$ cat src/rtl/savomax_sync_gen.sv
// savomax_sync_gen: PAL/NTSC sync timing generator.
//
// Produces active-low HSYNC, VSYNC and composite sync from one clock. Each field
// is a whole number of lines of LINE_CYCLES clocks. The format is latched on
// entry to RUN and re-sampled only at the end of a field, so the output stream
// never changes format mid-field. Outputs are registered one cycle behind the
// pixel/line counters.
//
// Ports:
//   clk_in            clock
//   rst_n_in          synchronous reset, active low
//   enable_in         run request, sampled when idle and at each field end
//   format_in         3'b100 PAL, 3'b010 NTSC, anything else invalid
//   hsync_out         line sync, active low
//   vsync_out         field sync, active low
//   csync_out         composite sync, active low, serrated during VSYNC
//   field_start_out   one-cycle pulse on the first cycle of each field
//   format_active_out format of the field being generated, 3'b000 when idle
//   line_out          current line number (0-based), 0 when idle
module savomax_sync_gen #(
   parameter int unsigned CLK_FREQ    = 250_000,
   parameter int unsigned LINE_CYCLES = 16,
   parameter int unsigned HSYNC_WIDTH = 2,
   parameter int unsigned PAL_LINES   = 313,
   parameter int unsigned NTSC_LINES  = 263,
   parameter int unsigned VSYNC_LINES = 3
) (
   input  logic       clk_in,
   input  logic       rst_n_in,
   input  logic       enable_in,
   input  logic [2:0] format_in,
   output logic       hsync_out,
   output logic       vsync_out,
   output logic       csync_out,
   output logic       field_start_out,
   output logic [2:0] format_active_out,
   output logic [8:0] line_out
);

   localparam logic [2:0] FMT_PAL  = 3'b100;
   localparam logic [2:0] FMT_NTSC = 3'b010;
   localparam logic [2:0] FMT_NONE = 3'b000;

   localparam int unsigned MAX_LINES = (PAL_LINES > NTSC_LINES) ? PAL_LINES : NTSC_LINES;
   localparam int unsigned PIX_W     = (LINE_CYCLES > 1) ? $clog2(LINE_CYCLES) : 1;
   localparam int unsigned LCNT_W    = (MAX_LINES > 1) ? $clog2(MAX_LINES) : 1;

   localparam logic [PIX_W-1:0]  PIX_LAST  = PIX_W'(LINE_CYCLES - 1);
   localparam logic [PIX_W-1:0]  HS_WIDTH  = PIX_W'(HSYNC_WIDTH);
   localparam logic [LCNT_W-1:0] VS_LINES  = LCNT_W'(VSYNC_LINES);
   localparam logic [LCNT_W-1:0] PAL_LAST  = LCNT_W'(PAL_LINES - 1);
   localparam logic [LCNT_W-1:0] NTSC_LAST = LCNT_W'(NTSC_LINES - 1);

   // Elaboration-time parameter sanity checks.
   if (CLK_FREQ == 0) begin : g_bad_clk_freq
      $error("CLK_FREQ must be non-zero");
   end
   if (HSYNC_WIDTH < 1 || HSYNC_WIDTH >= LINE_CYCLES) begin : g_bad_hsync_width
      $error("HSYNC_WIDTH must be in 1..LINE_CYCLES-1");
   end
   if (VSYNC_LINES >= NTSC_LINES || VSYNC_LINES >= PAL_LINES) begin : g_bad_vsync_lines
      $error("VSYNC_LINES must be shorter than a field");
   end
   if (MAX_LINES > 512) begin : g_bad_max_lines
      $error("line count does not fit the 9-bit line_out port");
   end

   typedef enum logic [0:0] {StIdle, StRun} state_e;

   state_e            state_q, state_d;
   logic [2:0]        fmt_q, fmt_d;
   logic [PIX_W-1:0]  pix_q, pix_d;
   logic [LCNT_W-1:0] line_q, line_d;

   logic       hsync_q, hsync_d;
   logic       vsync_q, vsync_d;
   logic       csync_q, csync_d;
   logic       fstart_q, fstart_d;
   logic [2:0] fmt_act_q, fmt_act_d;
   logic [8:0] line_o_q, line_o_d;

   logic              start_ok;
   logic [LCNT_W-1:0] line_last;
   logic              hs_now, vs_now;

   assign start_ok  = enable_in && (format_in == FMT_PAL || format_in == FMT_NTSC);
   assign line_last = (fmt_q == FMT_PAL) ? PAL_LAST : NTSC_LAST;

   // Counter / state next-state logic.
   always_comb begin
      state_d = state_q;
      fmt_d   = fmt_q;
      pix_d   = pix_q;
      line_d  = line_q;
      unique case (state_q)
         StIdle: begin
            if (start_ok) begin
               state_d = StRun;
               fmt_d   = format_in;
               pix_d   = '0;
               line_d  = '0;
            end
         end
         StRun: begin
            if (pix_q == PIX_LAST) begin
               pix_d = '0;
               if (line_q == line_last) begin
                  // Field boundary: the only point where format/enable are honoured.
                  line_d = '0;
                  if (start_ok) begin
                     fmt_d = format_in;
                  end else begin
                     state_d = StIdle;
                     fmt_d   = FMT_NONE;
                  end
               end else begin
                  line_d = line_q + 1'b1;
               end
            end else begin
               pix_d = pix_q + 1'b1;
            end
         end
         default: begin
            state_d = StIdle;
            fmt_d   = FMT_NONE;
            pix_d   = '0;
            line_d  = '0;
         end
      endcase
   end

   // Output decode from the current counters, registered below.
   always_comb begin
      hs_now    = !(pix_q < HS_WIDTH);
      vs_now    = !(line_q < VS_LINES);
      hsync_d   = 1'b1;
      vsync_d   = 1'b1;
      csync_d   = 1'b1;
      fstart_d  = 1'b0;
      fmt_act_d = FMT_NONE;
      line_o_d  = '0;
      if (state_q == StRun) begin
         hsync_d   = hs_now;
         vsync_d   = vs_now;
         // Inverted line pulses during VSYNC give the serrated composite.
         csync_d   = vs_now ? hs_now : ~hs_now;
         fstart_d  = (line_q == '0) && (pix_q == '0);
         fmt_act_d = fmt_q;
         line_o_d  = 9'(line_q);
      end
   end

   always_ff @(posedge clk_in) begin
      if (!rst_n_in) begin
         state_q   <= StIdle;
         fmt_q     <= FMT_NONE;
         pix_q     <= '0;
         line_q    <= '0;
         hsync_q   <= 1'b1;
         vsync_q   <= 1'b1;
         csync_q   <= 1'b1;
         fstart_q  <= 1'b0;
         fmt_act_q <= FMT_NONE;
         line_o_q  <= '0;
      end else begin
         state_q   <= state_d;
         fmt_q     <= fmt_d;
         pix_q     <= pix_d;
         line_q    <= line_d;
         hsync_q   <= hsync_d;
         vsync_q   <= vsync_d;
         csync_q   <= csync_d;
         fstart_q  <= fstart_d;
         fmt_act_q <= fmt_act_d;
         line_o_q  <= line_o_d;
      end
   end

   assign hsync_out         = hsync_q;
   assign vsync_out         = vsync_q;
   assign csync_out         = csync_q;
   assign field_start_out   = fstart_q;
   assign format_active_out = fmt_act_q;
   assign line_out          = line_o_q;

endmodule
$ cat config.mk
export PLATFORM = sky130hd
export DESIGN_NAME = savomax_sync_gen
export DESIGN_NICKNAME = d
export VERILOG_FILES = /design/src/rtl/savomax_sync_gen.sv
export SDC_FILE = /design/constraint.sdc
export NUM_CORES = 1
export LEC_CHECK = 0
export ABC_AREA = 1
export CORE_UTILIZATION = 38
export CTS_BUF_LIST = sky130_fd_sc_hd__clkbuf_4 sky130_fd_sc_hd__clkbuf_8 sky130_fd_sc_hd__clkbuf_16
export DETAILED_ROUTE_END_ITERATION = 16
export PLACE_DENSITY = 0.71
export SETUP_SLACK_MARGIN = 0.15
export SLEW_MARGIN = 5
export SYNTH_ARGS = -nofsm -noshare
export SYNTH_HDL_FRONTEND = slang
export SYNTH_SLANG_ARGS = --single-unit
$ cat constraint.sdc
create_clock -name clk_in -period 4.1 [get_ports clk_in]
set_clock_uncertainty 0.05 [all_clocks]
set_input_delay 0.41 -clock clk_in [delete_from_list [all_inputs] [get_ports clk_in]]
set_output_delay 0.41 -clock clk_in [all_outputs]
set_load 0.02 [all_outputs]
# After elaboration in Yosys (flattened, before gate mapping)
# Cells that the tools add are included.
[op_classes]
mux = 18
n_bitwise = 1
n_div = 0
eq_ne = 8
mul = 0
magnitude_cmp = 2
n_shift = 0
addsub = 2
n_reduce_logical = 10
[op_table]
columns = ["cell", "count"]
rows = [
  ["two-way mux 9 bit", 3],
  ["case mux 9 bit (2 select lines)", 1],
  ["two-way mux 3 bit", 4],
  ["adder 9 x 1 -> 9 bit (second input constant)", 1],
  ["equality test 9 bit", 1],
  ["logical NOT 9 bit", 1],
  ["< comparator 9 x 2 -> 1 bit (second input constant)", 1],
  ["two-way mux 4 bit", 2],
  ["case mux 4 bit (2 select lines)", 1],
  ["equality test 3 bit (second input constant)", 2],
  ["two-way mux 6 bit", 1],
  ["case mux 3 bit (2 select lines)", 1],
  ["adder 4 x 1 -> 4 bit (second input constant)", 1],
  ["equality test 4 bit (second input constant)", 1],
  ["logical NOT 4 bit", 1],
  ["< comparator 4 x 2 -> 1 bit (second input constant)", 1],
  ["two-way mux 1 bit", 4],
  ["inequality test 2 x 1 -> 1 bit (second input constant)", 2],
  ["AND reduction 2 bit", 2],
  ["equality test 3 x 2 -> 1 bit (second input constant)", 1],
  ["AND reduction 3 bit", 1],
  ["logical AND 1 bit", 2],
  ["logical NOT 1 bit", 2],
  ["inequality test 2 bit (second input constant)", 1],
  ["other kinds (3)", 3],
]
[totals]
ram_bits = 0
latch_bits = 0
register_bits = 33
inputBits = 6
mem_count = 0
romBits = 0

# Logic depth before layout (Yosys ltp)
# Gate-level depths: netlist of run 1.
[logic_depth]
ltp_word = 7
depth_mapped = 9
depth_no_buf = 9

# Worst setup path before layout of run 1
# No wires, ideal clock.
[synth_timing]
path_kind = "register to register"
startpoint = "register pix_q[0]"
endpoint = "register line_q[0]"
setup_time_ns = 0.115
arrival_ns = 1.178
stages_incl_launch_ff = 9
n_path_buf = 0
synth_period_minus_slack_ns = 1.343
t_required_ns = 3.935
path_slack_ns = 2.757
cell_sequence = "dfxtp_1 ha_1 nand3_2 nor2_4 inv_2 nand2_4 inv_2 o21ai_2 nor2_1"
[synth_via]
elab_chain_cells = 3
[synth_lines]
columns = ["item", "line_no", "source"]
rows = [
  ["start: declaration", "72", "logic [PIX_W-1:0] pix_q, pix_d;"],
  ["start signal: assignment", "168", "pix_q <= pix_d;"],
  ["equality test 4 bit", "105", "if (pix_q == PIX_LAST) begin"],
  ["inequality test 2 x 1 -> 1 bit (no source line)", "n/a", ""],
  ["AND reduction 2 bit (no source line)", "n/a", ""],
  ["end signal: assignment", "169", "line_q <= line_d;"],
  ["end: declaration", "73", "logic [LCNT_W-1:0] line_q, line_d;"],
]
# No other way between the ends.
# A chain may end at the register's enable or synchronous reset.

# Worst setup path after layout of run 1
[layout_timing]
startpoint = "register fstart_q (netlist: field_start_out)"
endpoint = "output field_start_out"
[layout_rtl]
columns = ["item", "line_no", "source"]
rows = [
  ["start: declaration", "78", "logic fstart_q, fstart_d;"],
  ["start signal: assignment", "173", "fstart_q <= fstart_d;"],
  ["end: declaration", "35", "output logic field_start_out,"],
]
# No word-level cell between the ends.

==> metrics.yaml, run 1 <==
floorplanning:
  effective_utilization_at_floorplan: 0.405
  core_area_sq_um: 3740
  io_pins: 22
  die_height_um: 65.1
  die_w_um: 65.1
  die-area_sq_um: 4240
  fp-row-count: 22
routing:
  detail_route.vias_per_cell: 4.79
  drt_first_iter_violations: 79
  drtAntennaViolNets: 0
  finalWirelength_mm: 3.04
  detailed_route_drc_error_count: 0
  drt-pass1-iter-count: 5
  wl_per_instance_um: 10.8
  num_vias: 1352
clocking:
  post_cts_resize_count: 0
  clock-root-buffer: "clkbuf_8"
  cts_made_buffers: 5
  cts_hold_buf: 0
  clock-sinks: 33
  clock_tree.buffer_depth: 2
  cts.reportedPaths.clkPinSlew_ps: 70
  cts_tree: "yes"
  ctsHtreeMaxLevel: 2
  clk_latency_ps: 290
  postCtsSetupBuffers: 0
setup_path:
  path_class: "flop to output pin"
  critical_path.startpoint: "field_start_out"
  timing.critical_path.slowest_stage_cell: "clkdlybuf4s50_1"
  critPathRequiredTime_ps: 3640
  worst-path-max-fanout: 1
  worst_ep_arrival_time_ps: 1200
  timing.critical_path.max_delay_family: "buffers and inverters"
  critical_path_buf_inv_count: 1
  cp-start-kind: "flop"
  crit_path_end_kind: "output pin"
  worstReg2RegStart: "pix_q[0]"
  crit_chain: "clkdlybuf4s50_1"
  biggest_cell_delay_along_the_critical_path_ps: 600
sta:
  timing_hold_violations_final: 0
  setup_tns_ps: 0
  finalCriticalPeriod_ps: 1660
  report.final.setup_viol: 0
  max_slew.worst_pin.slew_ps: 435
  drv_slew: 0
  finalCritPeriodShare: 0.406
  max_slew_margin: 0.709
  fmax_mhz: 601
  grt_setup_unrepaired: "false"
final_layout:
  commonest_cells_after_routing_fill_and_taps_aside: "nand2_1, dfxtp_1, nor2_1, inv_1, clkdlybuf4s50_1"
  postLayoutCellArea_sq_um: 1890
  layout-area-overhead-vs-synth_pct: 24.5
  mostFrequentLayoutCell: "nand2_1"
  nFillCells: 393
  antennaDiodeCount: 0
  fin_nets: 243
  drive_gt1_frac: 0.124
power:
  power-per-cell-area_nw_per_um2: 364
  internal_power_uw: 543
  seq_power_share: 0.479
  share_clk_of_total_power: 0.468
  p_leak_nw: 0.742
  swShare: 0.208
  combinationalPowerShare: 0.052
  total_switching_power_uw: 143
  vdd.ir_drop.worst_mv: 0.194
logic_synthesis:
  seq_area_frac_synth: 0.436
  yosysUniqueCellTypes: 26
  yosysTopAreaCellShare: 0.436
  synth_largest_area_cell: "dfxtp_1"
  syn_nets: 218
  synthesis.area_per_instance_sq_um: 7.28
  syn-instance-count: 208
  yosysWarnings: 0
  ys_ff_latch: 33
  post_synth_main_area_contributors: "dfxtp_1, nand2_1, nor2_1"
  synth.cell_area_sq_um: 1520
grt:
  number_of_global_route_vias_before_repair: 1196
  antenna_found_initial: 0
  grt_start_max_net_pins: 15
  gr-total-overflow: 0
  first_pass_grt_wire_length_mm: 5.32
  grt.total_usage: 0.168
place:
  placed_area_sq_um: 1770
  global_placer_s_final_weighted_congestion: 0.827
  hpwl_mm: 2.31
  placement.io_buffers: 21
run:
  cap_violations: 0
min_path:
  holdCritPathClass: "flop to flop"
  hold_path_startpoint: "fmt_q[0]"
outcome:
  outcome: "finished clean"
[routing by layer]
layer | wire, um | vias to the layer above | track usage
met4 | 60 | 0 | 0.106
met2 | 1390 | 44 | 0.253
met1 | 1410 | 598 | 0.217
met5 | 0 | - | 0
li1 | - | 703 | -
met3 | 180 | 7 | 0.0365
[power groups by stage]
stage	Clock [mW]	Sequential (mW)	Combinational (mW)
finish	0.321	0.329	0.0360
global route	0.338	0.329	0.0399
CTS	0.325	0.329	0.0360
detailed placement	0	0.336	0.0359
global placement	0	0.336	0.0352
floorplan	0	0.336	0.0241
[per-stage QoR]
step	hold WS (ps)	setup WS (ps)	util	power, mW	instances
after CTS	434	2420	0.504	0.690	282
after global placement	419	2230	0.472	0.371	274
final	431	2440	0.504	0.686	282
after global routing	479	2330	0.504	0.707	282
after detailed placement	422	2140	0.472	0.372	274
after floorplan	393	2760	-	0.360	208
[synth_stat cells]
cell       n
nand2_1   46
a21oi_1   16
o21ai_2    1
nor4_1     1
nand3_1   18
nor2_4     2
clkinv_1   2
ha_1       4
nand4_1    3
nand2_4    1
o21ai_0    4
dfxtp_1   33
nand2_2    3
buf_4      2
nor2_2     4
nor3_1     1
xor2_1     2
inv_2      5
clkbuf_1   1
nand3_2    2
o31ai_1    1
a21oi_2    1
nor2_1    31
inv_1     22
or2_2      1
nand4_4    1
[logic make-up after synthesis]
kind of cell,share of synthesized area
flops,0.436
xor+xnor,0.0116
simple gates,0.353
fa+ha+maj,0.0330
compound gates,0.0826
buf+inv,0.0842
[registers in the layout, indices dropped and copies added, names as in the netlist]
register and count:
format_active_out 3, line_out 9, pix_q 4, state_q 1
vsync_out 1, hsync_out 1, field_start_out 1, csync_out 1
line_q 9, fmt_q 3
[final cells by class]
| cell class | instances | area, sq um | area share |
|---|---|---|---|
| Inverter | 29 | 109 | 0.0577 |
| Sequential cell | 33 | 661 | 0.350 |
| Timing Repair Buffer | 21 | 210 | 0.111 |
| Tap cell | 48 | 60.1 | 0.0318 |
| Clock inverter | 1 | 30.0 | 0.0159 |
| Multi-Input combinational cell | 143 | 727 | 0.385 |
| Clock buffer | 7 | 90.1 | 0.0477 |
[worst reg2reg max path, delay by kind of cell (launching register included)]
family	cells	cell delay, ps
DFF	1	410
AOI/OAI and AO/OA	1	110
buffers and inverters	2	160
adders and majority gates	1	240
and+or+nand+nor	4	490
[path summary, 6_finish.rpt]
kind / endpoint / slack (ps) / cells after the start
max: field_start_out / 2440 / 1
min: format_active_out[0] / 430 / 2
max reg2reg: line_q[0] / 2540 / 8
min reg2reg: format_active_out[0] / 430 / 2
Power figures use the tool's default switching activity.
==> inputs of run 2 (changes only) <==
PLACE_DENSITY = 0.73   (was 0.71)
clock period = 1.42 ns   (was 4.1 ns; I/O delays follow)
==> run 2 against run 1 <==
Final area grew 14%. Sequential cell count is the same. Register-to-register slack lost 2500 ps. Clock power grew 140%. Combinational power grew to 3.8 times the previous value. Non-clock buffer count grew 20. Critical path depth grew 6. Die area is the same. Sequential power grew to 2.8 times the previous value. Clock-buffer cell count is the same.
==> metrics.yaml, run 2 (synthesis results as in run 1) <==
clocking:
  cts_made_buffers: 5
  cts_tree: "yes"
  ctsHtreeMaxLevel: 2
  clock-root-buffer: "clkbuf_8"
  cts_hold_buf: 0
  cts.reportedPaths.clkPinSlew_ps: 70
  clock_tree.buffer_depth: 2
  clock-sinks: 33
  clk_latency_ps: 290
routing:
  num_vias: 1463
  wl_per_instance_um: 11.5
  finalWirelength_mm: 3.46
  drtAntennaViolNets: 0
  detailed_route_drc_error_count: 0
  drt-pass1-iter-count: 4
  detail_route.vias_per_cell: 4.84
  drt_first_iter_violations: 134
sta:
  max_slew.worst_pin.slew_ps: 264
  max_slew_margin: 0.822
  fmax_mhz: 747
  fin_hold_ws_ps: 420
  finalCritPeriodShare: 0.943
  report.final.setup_viol: 0
  finalCriticalPeriod_ps: 1340
  drv_slew: 0
  timing_hold_violations_final: 0
  grt_setup_unrepaired: "true"
  post-route-worst-setup-slack_ps: 80.6
min_path:
  hold_path_startpoint: "fmt_q[0]"
  holdCritPathClass: "flop to flop"
setup_path:
  worst-path-max-fanout: 6
  timing.critical_path.mode_cell: "nor2_1"
  path_class: "flop to flop"
  critical_path_buf_inv_count: 1
  worstReg2RegStart: "line_q[0]"
  biggest_cell_delay_along_the_critical_path_ps: 360
  timing.critical_path.slowest_stage_cell: "dfxtp_4"
  critical_path.startpoint: "line_q[0]"
  worst_ep_arrival_time_ps: 1470
  crit_path_end_kind: "flop"
  timing.critical_path.max_delay_family: "simple AND/OR/NAND/NOR gates"
  critPathRequiredTime_ps: 1550
  crit_chain: "buf_6 -> nor2_1 -> nand3_1 -> nor2_4 -> nand3_4 -> a21oi_2 -> nor2_1"
  cp-start-kind: "flop"
power:
  power-per-cell-area_nw_per_um2: 863
  vdd.ir_drop.worst_mv: 0.367
  p_leak_nw: 0.922
grt:
  first_pass_grt_wire_length_mm: 5.66
  number_of_global_route_vias_before_repair: 1310
  gr-total-overflow: 0
  grt.total_usage: 0.181
  grt_start_max_net_pins: 12
  antenna_found_initial: 0
outcome:
  outcome: "finished clean"
floorplanning:
  effective_utilization_at_floorplan: 0.405
  die-area_sq_um: 4240
  die_height_um: 65.1
  core_area_sq_um: 3740
  die_w_um: 65.1
  fp-row-count: 22
  io_pins: 22
final_layout:
  layout-area-overhead-vs-synth_pct: 41.9
  nFillCells: 363
  mostFrequentLayoutCell: "nand2_1"
  commonest_cells_after_routing_fill_and_taps_aside: "nand2_1, nor2_1, dfxtp_1, inv_1, buf_4"
  antennaDiodeCount: 0
  fin_nets: 263
  drive_gt1_frac: 0.299
place:
  global_placer_s_final_weighted_congestion: 0.913
  hpwl_mm: 2.46
  preCtsSetupSlack_ps: -132
  placement.io_buffers: 21
run:
  cap_violations: 0
[run 2: changes by cell type in the layout (fill, tap and decap cells not counted), moves of 6 or more]
| cell | delta |
|---|---|
| buf_4 | +18 |
| dfxtp_4 | +6 |
| dfxtp_1 | -8 |
| dlygate4sd2_1 | +16 |
| clkdlybuf4s50_1 | -16 |
[run 2: report_power, final]
part           total, mW  internal, mW  switching [mW]
clock network      0.785         0.438           0.347
registers          0.935         0.928         0.00755
logic              0.137        0.0586          0.0779
total               1.86          1.42           0.433
[run 2: worst reg2reg max path: stages, from the launching register on]
cell and delay (ps):
dfxtp_4 360, buf_6 130, nor2_1 80, nand3_1 120
nor2_4 170, nand3_4 120, a21oi_2 150, nor2_1 50
[run 2: area by class of cell]
| cell class | count | area (sq um) | share of cell area |
|---|---|---|---|
| sequential | 33 | 686 | 0.319 |
| timing repair buffer | 41 | 348 | 0.162 |
| inverter | 29 | 116 | 0.0541 |
| multi-input combinational | 143 | 840 | 0.390 |
| clock inverter | 1 | 5.00 | 0.00233 |
| tap | 48 | 60.1 | 0.0279 |
| clock buffer | 7 | 96.3 | 0.0448 |
[run 2: final timing paths]
path                            endpoint  slack (ps)  depth (start not counted)
worst max-delay path            fmt_q[2]          80                          7
worst min-delay path            fmt_q[0]         420                          2
worst max register to register  fmt_q[2]          80                          7
worst min register to register  fmt_q[0]         420                          2
[run 2: through the flow]
step | setup TNS (ps) | util | power (mW) | cells | area (sq um)
4_1_cts | 0 | 0.547 | 1.88 | 300 | 2050
5_1_grt | 0 | 0.575 | 1.92 | 302 | 2150
3_5_place_dp | -1580 | 0.503 | 1.09 | 286 | 1880
6_report | 0 | 0.575 | 1.86 | 302 | 2150
2_1_floorplan | 0 | - | 1.04 | 208 | 1540
3_3_place_gp | -905 | 0.503 | 1.09 | 286 | 1880
[run 2: layer usage]
metal / part of all wire / global-route usage
met5: 0 / 0
met1: 0.47 / 0.214
met3: 0.042 / 0.0503
met4: 0.022 / 0.0951
met2: 0.47 / 0.296
[run 2: timing repair]
action,4_1_cts,5_1_grt
buffers inserted,6,2
resized for setup,32,25
endpoints found under the setup margin,31,20
pin swaps,5,10
==> inputs of run 3 (changes only) <==
CORE_MARGIN = 2   (was default)
CTS_BUF_LIST = default   (was sky130_fd_sc_hd__clkbuf_4 sky130_fd_sc_hd__clkbuf_8 sky130_fd_sc_hd__clkbuf_16)
==> run 3 against run 2 <==
Final area rose by 1.9%. Register-to-register slack barely moved. Clock-buffer cell count fell by 2. Highest routed layer unchanged. Critical path type unchanged. Clock power rose by 32%.
==> metrics.yaml, run 3 (synthesis results as in run 1) <==
outcome:
  outcome: "finished clean"
clocking:
  clock-root-buffer: "clkbuf_8"
  clk_latency_ps: 290
  cts_tree: "yes"
  ctsHtreeMaxLevel: 2
  cts.reportedPaths.clkPinSlew_ps: 70
  cts_hold_buf: 0
  clock_tree.buffer_depth: 2
  clock-sinks: 33
  cts_made_buffers: 5
place:
  placement.io_buffers: 21
  global_placer_s_final_weighted_congestion: 0.922
  hpwl_mm: 2.53
routing:
  drt_first_iter_violations: 58
  drtAntennaViolNets: 0
  detail_route.vias_per_cell: 4.87
  drt-pass1-iter-count: 4
  wl_per_instance_um: 11.9
  detailed_route_drc_error_count: 0
  num_vias: 1484
  finalWirelength_mm: 3.62
setup_path:
  worst_ep_arrival_time_ps: 1510
  critPathRequiredTime_ps: 1590
  timing.reg2reg.setup_slack_ps: 80
  cp-start-kind: "flop"
  critical_path.reg2reg.endpoint: "line_q[7]"
  worstReg2RegStart: "pix_q[1]"
  crit_path_end_kind: "flop"
  path_class: "flop to flop"
  worstRegToRegCells: 7
  worst-path-max-fanout: 7
grt:
  met3_track_demand_over_resource_in_global_routing: 0.0450
  grt_max_usage_layer: "met2"
  grt_start_max_net_pins: 13
  grt.met1_usage: 0.214
  grt.total_usage: 0.179
  antenna_found_initial: 0
  gr-total-overflow: 0
  number_of_global_route_vias_before_repair: 1390
  first_pass_grt_wire_length_mm: 6.06
  groute.layer.met2.usage: 0.302
final_layout:
  nFillCells: 352
  layout-area-overhead-vs-synth_pct: 44.7
  drive_gt1_frac: 0.319
  antennaDiodeCount: 0
  fin_nets: 266
  commonest_cells_after_routing_fill_and_taps_aside: "nand2_1, nor2_1, dfxtp_1, buf_4, inv_1"
  mostFrequentLayoutCell: "nand2_1"
floorplanning:
  core_area_sq_um: 3740
  fp-row-count: 22
  die_height_um: 67.1
  die_w_um: 67.1
  die-area_sq_um: 4510
  io_pins: 22
  effective_utilization_at_floorplan: 0.405
sta:
  max_slew.worst_pin.slew_ps: 221
  fin_hold_ws_ps: 443
  drv_slew: 0
  grt_setup_unrepaired: "true"
  fmax_mhz: 744
  report.final.setup_viol: 0
  finalCritPeriodShare: 0.946
  max_slew_margin: 0.853
  setup_tns_ps: 0
  finalCriticalPeriod_ps: 1340
  timing_hold_violations_final: 0
power:
  p_leak_nw: 0.944
  power-per-cell-area_nw_per_um2: 967
  vdd.ir_drop.worst_mv: 0.747
min_path:
  hold_path_startpoint: "fmt_q[1]"
  holdCritPathClass: "flop to flop"
  holdPathStages: 2
  hold-path-endpoint: "format_active_out[1]"
run:
  cap_violations: 0
## run 3: repair_timing
action	4_1_cts	5_1_grt
pin swaps	13	5
setup endpoints to repair	31	19
resized for setup	34	21
buffers inserted	5	5
## run 3: stage by stage
step	total power, mW	setup slack [ps]	util	std cells	area [sq um]
floorplan	1.04	156	-	208	1540
global placement	1.09	-107	0.505	287	1890
detailed placement	1.10	-149	0.505	287	1890
CTS	2.14	101	0.560	300	2100
global route	2.19	-26.8	0.586	305	2190
finish	2.12	76.1	0.586	305	2190
## run 3: how the worst max path moves through the flow
stage,startpoint,to,cells after the start
2_1_floorplan,pix_q[1],line_q[0],8
6_report,pix_q[1],line_q[7],7
4_1_cts,pix_q[1],line_q[0],8
5_1_grt,pix_q[1],line_q[4],7
3_5_place_dp,enable_in,line_q[0],8
3_3_place_gp,enable_in,state_q,7
## run 3: report_power, final
group | internal [mW] | leakage (nW) | switching (mW)
Clock | 0.697 | 0.0681 | 0.347
Sequential | 0.931 | 0.272 | 0.00821
Combinational | 0.0582 | 0.604 | 0.0781
Total | 1.69 | 0.944 | 0.434
## run 3: worst max-delay path, stage by stage, from the launching register on
cell and delay (ps):
dfxtp_4 370, ha_4 140, nand3_4 90, nor2_4 190, inv_2 70, nand2_4 110, nand4_1 90, a21oi_1 160
## run 3: area by class of cell
class / count / area [sq um] / share of cell area
Multi-Input combinational cell: 143 / 843 / 0.385
Sequential cell: 33 / 681 / 0.311
Timing Repair Buffer: 44 / 363 / 0.166
Inverter: 29 / 111 / 0.0508
Clock buffer: 5 / 68.8 / 0.0314
Clock inverter: 3 / 65.1 / 0.0297
Tap cell: 48 / 60.1 / 0.0274
## run 3: layer usage
layer / up-vias / part of all wire
li1: 753 / -
met2: 37 / 0.50
met5: - / 0
met4: 0 / 0.019
met1: 686 / 0.44
met3: 8 / 0.047
